<file path="src/rtl/sha1_msg_loader.sv">
// Writer side of the SHA-1 message RAM: packs a byte stream big-endian into words 0..15,
// appends single-block padding and the bit length, then hands the block to the controller.
module sha1_msg_loader #(
    parameter int MAX_BYTES = 55,
    parameter int ADDR_W    = 7
) (
    input  logic              clk,
    input  logic              rst,
    input  logic              in_valid,
    input  logic [7:0]        in_data,
    input  logic              in_last,
    output logic              in_ready,
    output logic [ADDR_W-1:0] waddr,
    output logic              we,
    output logic [31:0]       din,
    output logic              start,
    input  logic              core_done,
    output logic              busy,
    output logic              msg_err
);

    typedef enum logic [2:0] {
        S_IDLE      = 3'd0,
        S_LOAD      = 3'd1,
        S_PAD       = 3'd2,
        S_LEN_HI    = 3'd3,
        S_LEN_LO    = 3'd4,
        S_START     = 3'd5,
        S_WAIT_DONE = 3'd6,
        S_ERR       = 3'd7
    } state_t;

    localparam logic [5:0] OVF_CNT = 6'(MAX_BYTES + 1);

    state_t        state_r, state_n;
    logic [5:0]    bcnt_r, bcnt_n, cnt_inc_s;
    logic [23:0]   wbuf_r, wbuf_n;
    logic [3:0]    naddr_r, naddr_n;
    logic          marker_r, marker_n;
    logic          msg_err_r, err_n;
    logic          we_r, waddr_unused_s;
    logic [ADDR_W-1:0] waddr_r;
    logic [31:0]   din_r;
    logic          start_r, start_n;
    logic          busy_r, in_ready_r;
    logic          accept_s, wr_en_s;
    logic [3:0]    wr_addr_s;
    logic [31:0]   wr_data_s;

    // Final word of the message: pending bytes, new byte, then the 0x80 marker if it fits.
    function automatic logic [31:0] last_word(input logic [1:0] pos, input logic [23:0] buf_v,
                                              input logic [7:0] b);
        case (pos)
            2'd0:    last_word = {b, 8'h80, 16'h0000};
            2'd1:    last_word = {buf_v[7:0], b, 8'h80, 8'h00};
            2'd2:    last_word = {buf_v[15:0], b, 8'h80};
            2'd3:    last_word = {buf_v, b};
            default: last_word = 32'h0000_0000;
        endcase
    endfunction

    assign accept_s       = in_valid & in_ready_r;
    assign cnt_inc_s      = bcnt_r + 6'd1;
    assign waddr_unused_s = 1'b0;

    // Next-state, counter and write-request logic.
    always_comb begin
        state_n   = state_r;
        bcnt_n    = bcnt_r;
        wbuf_n    = wbuf_r;
        naddr_n   = naddr_r;
        marker_n  = marker_r;
        err_n     = msg_err_r;
        start_n   = 1'b0;
        wr_en_s   = 1'b0;
        wr_addr_s = 4'd0;
        wr_data_s = 32'h0000_0000;
        case (state_r)
            S_IDLE, S_LOAD: begin
                if (accept_s) begin
                    if (state_r == S_IDLE) begin
                        err_n = 1'b0;
                    end else begin
                        err_n = msg_err_r;
                    end
                    bcnt_n    = cnt_inc_s;
                    wr_addr_s = bcnt_r[5:2];
                    if (cnt_inc_s == OVF_CNT) begin
                        // Overflow byte still completes its word but nothing follows it.
                        wr_en_s   = (bcnt_r[1:0] == 2'd3);
                        wr_data_s = {wbuf_r, in_data};
                        wbuf_n    = 24'h00_0000;
                        err_n     = 1'b1;
                        if (in_last) begin
                            state_n = S_IDLE;
                            bcnt_n  = 6'd0;
                        end else begin
                            state_n = S_ERR;
                        end
                    end else if (in_last) begin
                        wr_en_s   = 1'b1;
                        wr_data_s = last_word(bcnt_r[1:0], wbuf_r, in_data);
                        wbuf_n    = 24'h00_0000;
                        naddr_n   = bcnt_r[5:2] + 4'd1;
                        marker_n  = (bcnt_r[1:0] == 2'd3);
                        state_n   = S_PAD;
                    end else begin
                        if (bcnt_r[1:0] == 2'd3) begin
                            wr_en_s   = 1'b1;
                            wr_data_s = {wbuf_r, in_data};
                            wbuf_n    = 24'h00_0000;
                        end else begin
                            wbuf_n = {wbuf_r[15:0], in_data};
                        end
                        state_n = S_LOAD;
                    end
                end else begin
                    state_n = state_r;
                end
            end
            S_PAD: begin
                if (marker_r || (naddr_r != 4'd14)) begin
                    wr_en_s   = 1'b1;
                    wr_addr_s = naddr_r;
                    if (marker_r) begin
                        wr_data_s = 32'h8000_0000;
                    end else begin
                        wr_data_s = 32'h0000_0000;
                    end
                    marker_n = 1'b0;
                    naddr_n  = naddr_r + 4'd1;
                    if (naddr_r == 4'd13) begin
                        state_n = S_LEN_HI;
                    end else begin
                        state_n = S_PAD;
                    end
                end else begin
                    state_n = S_LEN_HI;
                end
            end
            S_LEN_HI: begin
                wr_en_s   = 1'b1;
                wr_addr_s = 4'd14;
                state_n   = S_LEN_LO;
            end
            S_LEN_LO: begin
                wr_en_s   = 1'b1;
                wr_addr_s = 4'd15;
                wr_data_s = {23'd0, bcnt_r, 3'd0};
                state_n   = S_START;
            end
            S_START: begin
                start_n = 1'b1;
                state_n = S_WAIT_DONE;
            end
            S_WAIT_DONE: begin
                if (core_done) begin
                    state_n  = S_IDLE;
                    bcnt_n   = 6'd0;
                    wbuf_n   = 24'h00_0000;
                    naddr_n  = 4'd0;
                    marker_n = 1'b0;
                end else begin
                    state_n = S_WAIT_DONE;
                end
            end
            S_ERR: begin
                if (accept_s && in_last) begin
                    state_n = S_IDLE;
                    bcnt_n  = 6'd0;
                    wbuf_n  = 24'h00_0000;
                end else begin
                    state_n = S_ERR;
                end
            end
            default: begin
                state_n = S_IDLE;
            end
        endcase
    end

    // State, counters and registered outputs.
    always_ff @(posedge clk or posedge rst) begin
        if (rst) begin
            state_r    <= S_IDLE;
            bcnt_r     <= 6'd0;
            wbuf_r     <= 24'h00_0000;
            naddr_r    <= 4'd0;
            marker_r   <= 1'b0;
            msg_err_r  <= 1'b0;
            we_r       <= 1'b0;
            waddr_r    <= '0;
            din_r      <= 32'h0000_0000;
            start_r    <= 1'b0;
            busy_r     <= 1'b0;
            in_ready_r <= 1'b0;
        end else begin
            state_r    <= state_n;
            bcnt_r     <= bcnt_n;
            wbuf_r     <= wbuf_n;
            naddr_r    <= naddr_n;
            marker_r   <= marker_n;
            msg_err_r  <= err_n;
            we_r       <= wr_en_s;
            waddr_r    <= {{(ADDR_W-4){waddr_unused_s}}, wr_addr_s};
            din_r      <= wr_data_s;
            start_r    <= start_n;
            busy_r     <= (state_n != S_IDLE);
            in_ready_r <= (state_n == S_IDLE) || (state_n == S_LOAD) || (state_n == S_ERR);
        end
    end

    assign in_ready = in_ready_r;
    assign waddr    = waddr_r;
    assign we       = we_r;
    assign din      = din_r;
    assign start    = start_r;
    assign busy     = busy_r;
    assign msg_err  = msg_err_r;

endmodule

</file>
<file path="config.mk">
export PLATFORM = sky130hd
export DESIGN_NAME = sha1_msg_loader
export DESIGN_NICKNAME = d
export VERILOG_FILES = /design/src/rtl/sha1_msg_loader.sv
export SDC_FILE = /design/constraint.sdc
export NUM_CORES = 1
export LEC_CHECK = 0
export BUFFER_PORTS_ARGS = -buffer_cell sky130_fd_sc_hd__buf_4
export CAP_MARGIN = 20
export CORE_UTILIZATION = 61
export DETAILED_ROUTE_END_ITERATION = 8
export PLACE_DENSITY_LB_ADDON = 0.15
export SKIP_CTS_REPAIR_TIMING = 1
export SYNTH_ARGS = -nofsm -noshare
export SYNTH_HDL_FRONTEND = slang
export SYNTH_SLANG_ARGS = --single-unit
export TNS_END_PERCENT = 50
</file>
<file path="constraint.sdc">
create_clock -name clk -period 5.6 [get_ports clk]
set_input_delay 0.56 -clock clk [delete_from_list [all_inputs] [get_ports clk]]
set_output_delay 0.56 -clock clk [all_outputs]
set_load 0.02 [all_outputs]
</file>
==> impl_metrics.ini <==
[placed_design]
dp.cells = 458
place_ws_ps = 2539
numPortBuffers = 53
gp_congestion = 0.8255
hpwl_um = 6239

[floorplan]
chipWidth_um = 82.01
core-area_um2 = 6061
initial_core_util_pct = 64.43
fp-row-count = 28
die_h_um = 82.01
die-area_um2 = 6726
io_pins = 57

[layout]
fin_nets = 421
drive_gt1_share_pct = 22.69
layoutNonFillerInstCount = 476
utilization_pct = 73.64
area_delta_synth_final_pct = 14.29
num_antenna_cells = 0

[critical_path]
regToRegStartpoint = bcnt_r[0]
start_kind = flop
arrival_ps = 3350
path_max_fanout = 16
crit_type = reg -> reg
reg2regPathDepth = 7
endpoint_kind = flop
r2r-end = busy
rrSetupSlack_ps = 2490
critPathRequiredTime_ps = 5840

[logic_synthesis]
synth_cell_types = 66
synthArstFlopShare_pct = 100.0
ys.flop_type = dfrtp_1
synth_top_cell_by_area = dfrtp_1
yosys_warnings = 0
ys_top_cells_by_area = dfrtp_1 (51%), a22o_1 (7.4%), ha_1 (3.5%), a221o_1 (2.8%), nand2_1 (2.7%)
synth-edff-count = 0
synth_cells = 355
synth_top_area_share_pct = 50.62
ys_ff_latch = 79
synth_area_um2 = 3905
seq_area_frac_synth_pct = 50.62
avgSynthCellArea_um2 = 11.00

[worst_hold_path]
hold_end = wbuf_r[0]
hp-start = in_data[0]
hold_path_class = in -> reg
holdPathStages = 2

[status]
status = completed

[clocking]
cts_root_buf = clkbuf_8
ctsHtreeMaxLevel = 3
cts_num_sinks = 79
cts_tree = built
cts.clk_slew.worst_paths_ps = 80
clock_latency_ps = 360
cts_made_buffers = 9
cts_max_path_buffers = 2

[global_route]
antenna_found_initial = 0
grt_pass1_wl_um = 15170
grt_pass1_vias = 2902
grt-ovfl-total = 0
grt_max_degree = 80
track_usage_pct = 30.85

[flow_run]
drv_cap = 0

[timing]
final-hold-violation-count = 0
skew_ps = 13.06
fin_ws_ps = 2485
finalSetupViolCount = 0
finalCriticalPeriod_ps = 3115
fin_hold_ws_ps = 462.2
slew_violations = 0
slew_headroom_pct = 35.01
max_freq_mhz = 321.1
worstMarginPinSlew_ps = 974.9
finalCritPeriodShare_pct = 55.62
setup_tns_ps = 0
rsz0062_at_grt = no

[route]
vias = 3169
drt_iter0_drc = 356
drc = 0
vias_per_cell = 6.658
post_drt_wl_per_cell_um = 19.96
wl_um = 9502
detail-route-antenna-nets = 0
firstDrtPassIters = 5

[power_and_ir_drop]
leakage_nw = 2.094
peakVddDrop_uv = 452.1
power_density_nw_per_um2 = 537.3
-- routing by layer --
layer | routed length, µm | track usage (%) | part of all wire, % | vias up
li1 | - | - | - | 1437
met1 | 4362 | 46.20 | 46 | 1567
met2 | 4353 | 44.46 | 46 | 151
met3 | 637 | 6.000 | 6.7 | 14
met4 | 148 | 10.53 | 1.6 | 0
met5 | 0 | 0 | 0 | -
-- how the worst max path moves through the flow --
stage          slack [ps]         end  startpoint  depth (start not counted)
4_1_cts              2490  wbuf_r[16]  state_r[2]                          6
3_5_place_dp         2540  wbuf_r[16]  state_r[2]                          6
5_1_grt              2320        busy   bcnt_r[0]                          7
6_report             2490        busy   bcnt_r[0]                          7
3_3_place_gp         2530        busy   bcnt_r[1]                          7
2_1_floorplan        3020   bcnt_r[0]         rst                          1
-- metrics by stage --
step / total power [W] / area, µm²
after floorplan: 0.001691 / 3913
after global placement: 0.001917 / 4254
after detailed placement: 0.001953 / 4254
after CTS: 0.002369 / 4439
after global routing: 0.002546 / 4463
final: 0.002398 / 4463
-- layout by cell type (no fill, tap or decap), types with 9 or more instances in the layout --
| cell | Yosys | final |
|---|---|---|
| buf_4 | 4 | 55 |
| nor2_1 | 10 | 10 |
| nand2_1 | 28 | 28 |
| a21oi_1 | 17 | 17 |
| a22o_1 | 33 | 33 |
| ha_1 | 11 | 11 |
| clkbuf_8 | 0 | 9 |
| dfrtp_1 | 79 | 79 |
| o21ai_0 | 12 | 12 |
| a221o_1 | 11 | 11 |
| nand3_1 | 14 | 14 |
-- where the power goes --
group	internal, W	switching (W)
clock network	0.000202	0.000210
logic	0.000426	0.000640
registers	0.000725	0.000195
-- logic make-up after synthesis --
group / Yosys count / share of synthesized area (%)
and+or+nand+nor: 89 / 12.56
other: 1 / 0.09603
buffers and inverters: 38 / 4.998
AOI/OAI and AO/OA: 131 / 26.59
DFF: 79 / 50.62
muxes: 5 / 1.378
xor gates and xnor gates: 1 / 0.2243
adders and majority gates: 11 / 3.524
-- sequential cells by signal (all words and copies together), names as in the netlist --
name and count:
waddr 4, wbuf_r 24, busy 1, naddr_r 4, din 32, we 1
marker_r 1, start 1, in_ready 1, state_r 3, msg_err 1, bcnt_r 6
-- cells in the mapped netlist (2+ instances only) --
| cell type | count |
|---|---|
| o21ai_1 | 3 |
| nor2b_1 | 5 |
| nand4_1 | 2 |
| a22o_1 | 33 |
| o21ai_0 | 12 |
| buf_2 | 11 |
| and2_1 | 4 |
| a211oi_1 | 2 |
| mux2i_1 | 2 |
| inv_2 | 2 |
| o2bb2ai_1 | 6 |
| a21o_1 | 4 |
| inv_1 | 8 |
| buf_6 | 3 |
| nand2_1 | 28 |
| a32o_1 | 4 |
| dfrtp_1 | 79 |
| ha_1 | 11 |
| a21oi_1 | 17 |
| a21oi_2 | 4 |
| or3_1 | 2 |
| buf_4 | 4 |
| nor2_1 | 10 |
| mux2_1 | 3 |
| a222oi_1 | 5 |
| nand3_1 | 14 |
| and3_1 | 6 |
| or2_2 | 2 |
| a221o_1 | 11 |
| nor3_1 | 2 |
| a32oi_1 | 7 |
| o211ai_1 | 7 |
| clkbuf_1 | 9 |
-- critical path, cell delays in order (launching register included) --
cell	delay (ps)
dfrtp_1	530
ha_1	640
nand3_1	260
or2_4	380
ha_1	200
o311ai_0	360
o311ai_1	240
or3_1	380
-- final cells by class --
type,count,area [µm²]
tap,75,93.84
clock buffer,9,123.9
clock inverter,6,61.31
fill,430,1598
timing repair buffer,57,429.2
sequential,79,1977
inverter,10,37.54
multi-input combinational,240,1740
(Power assumes the default switching activity.)
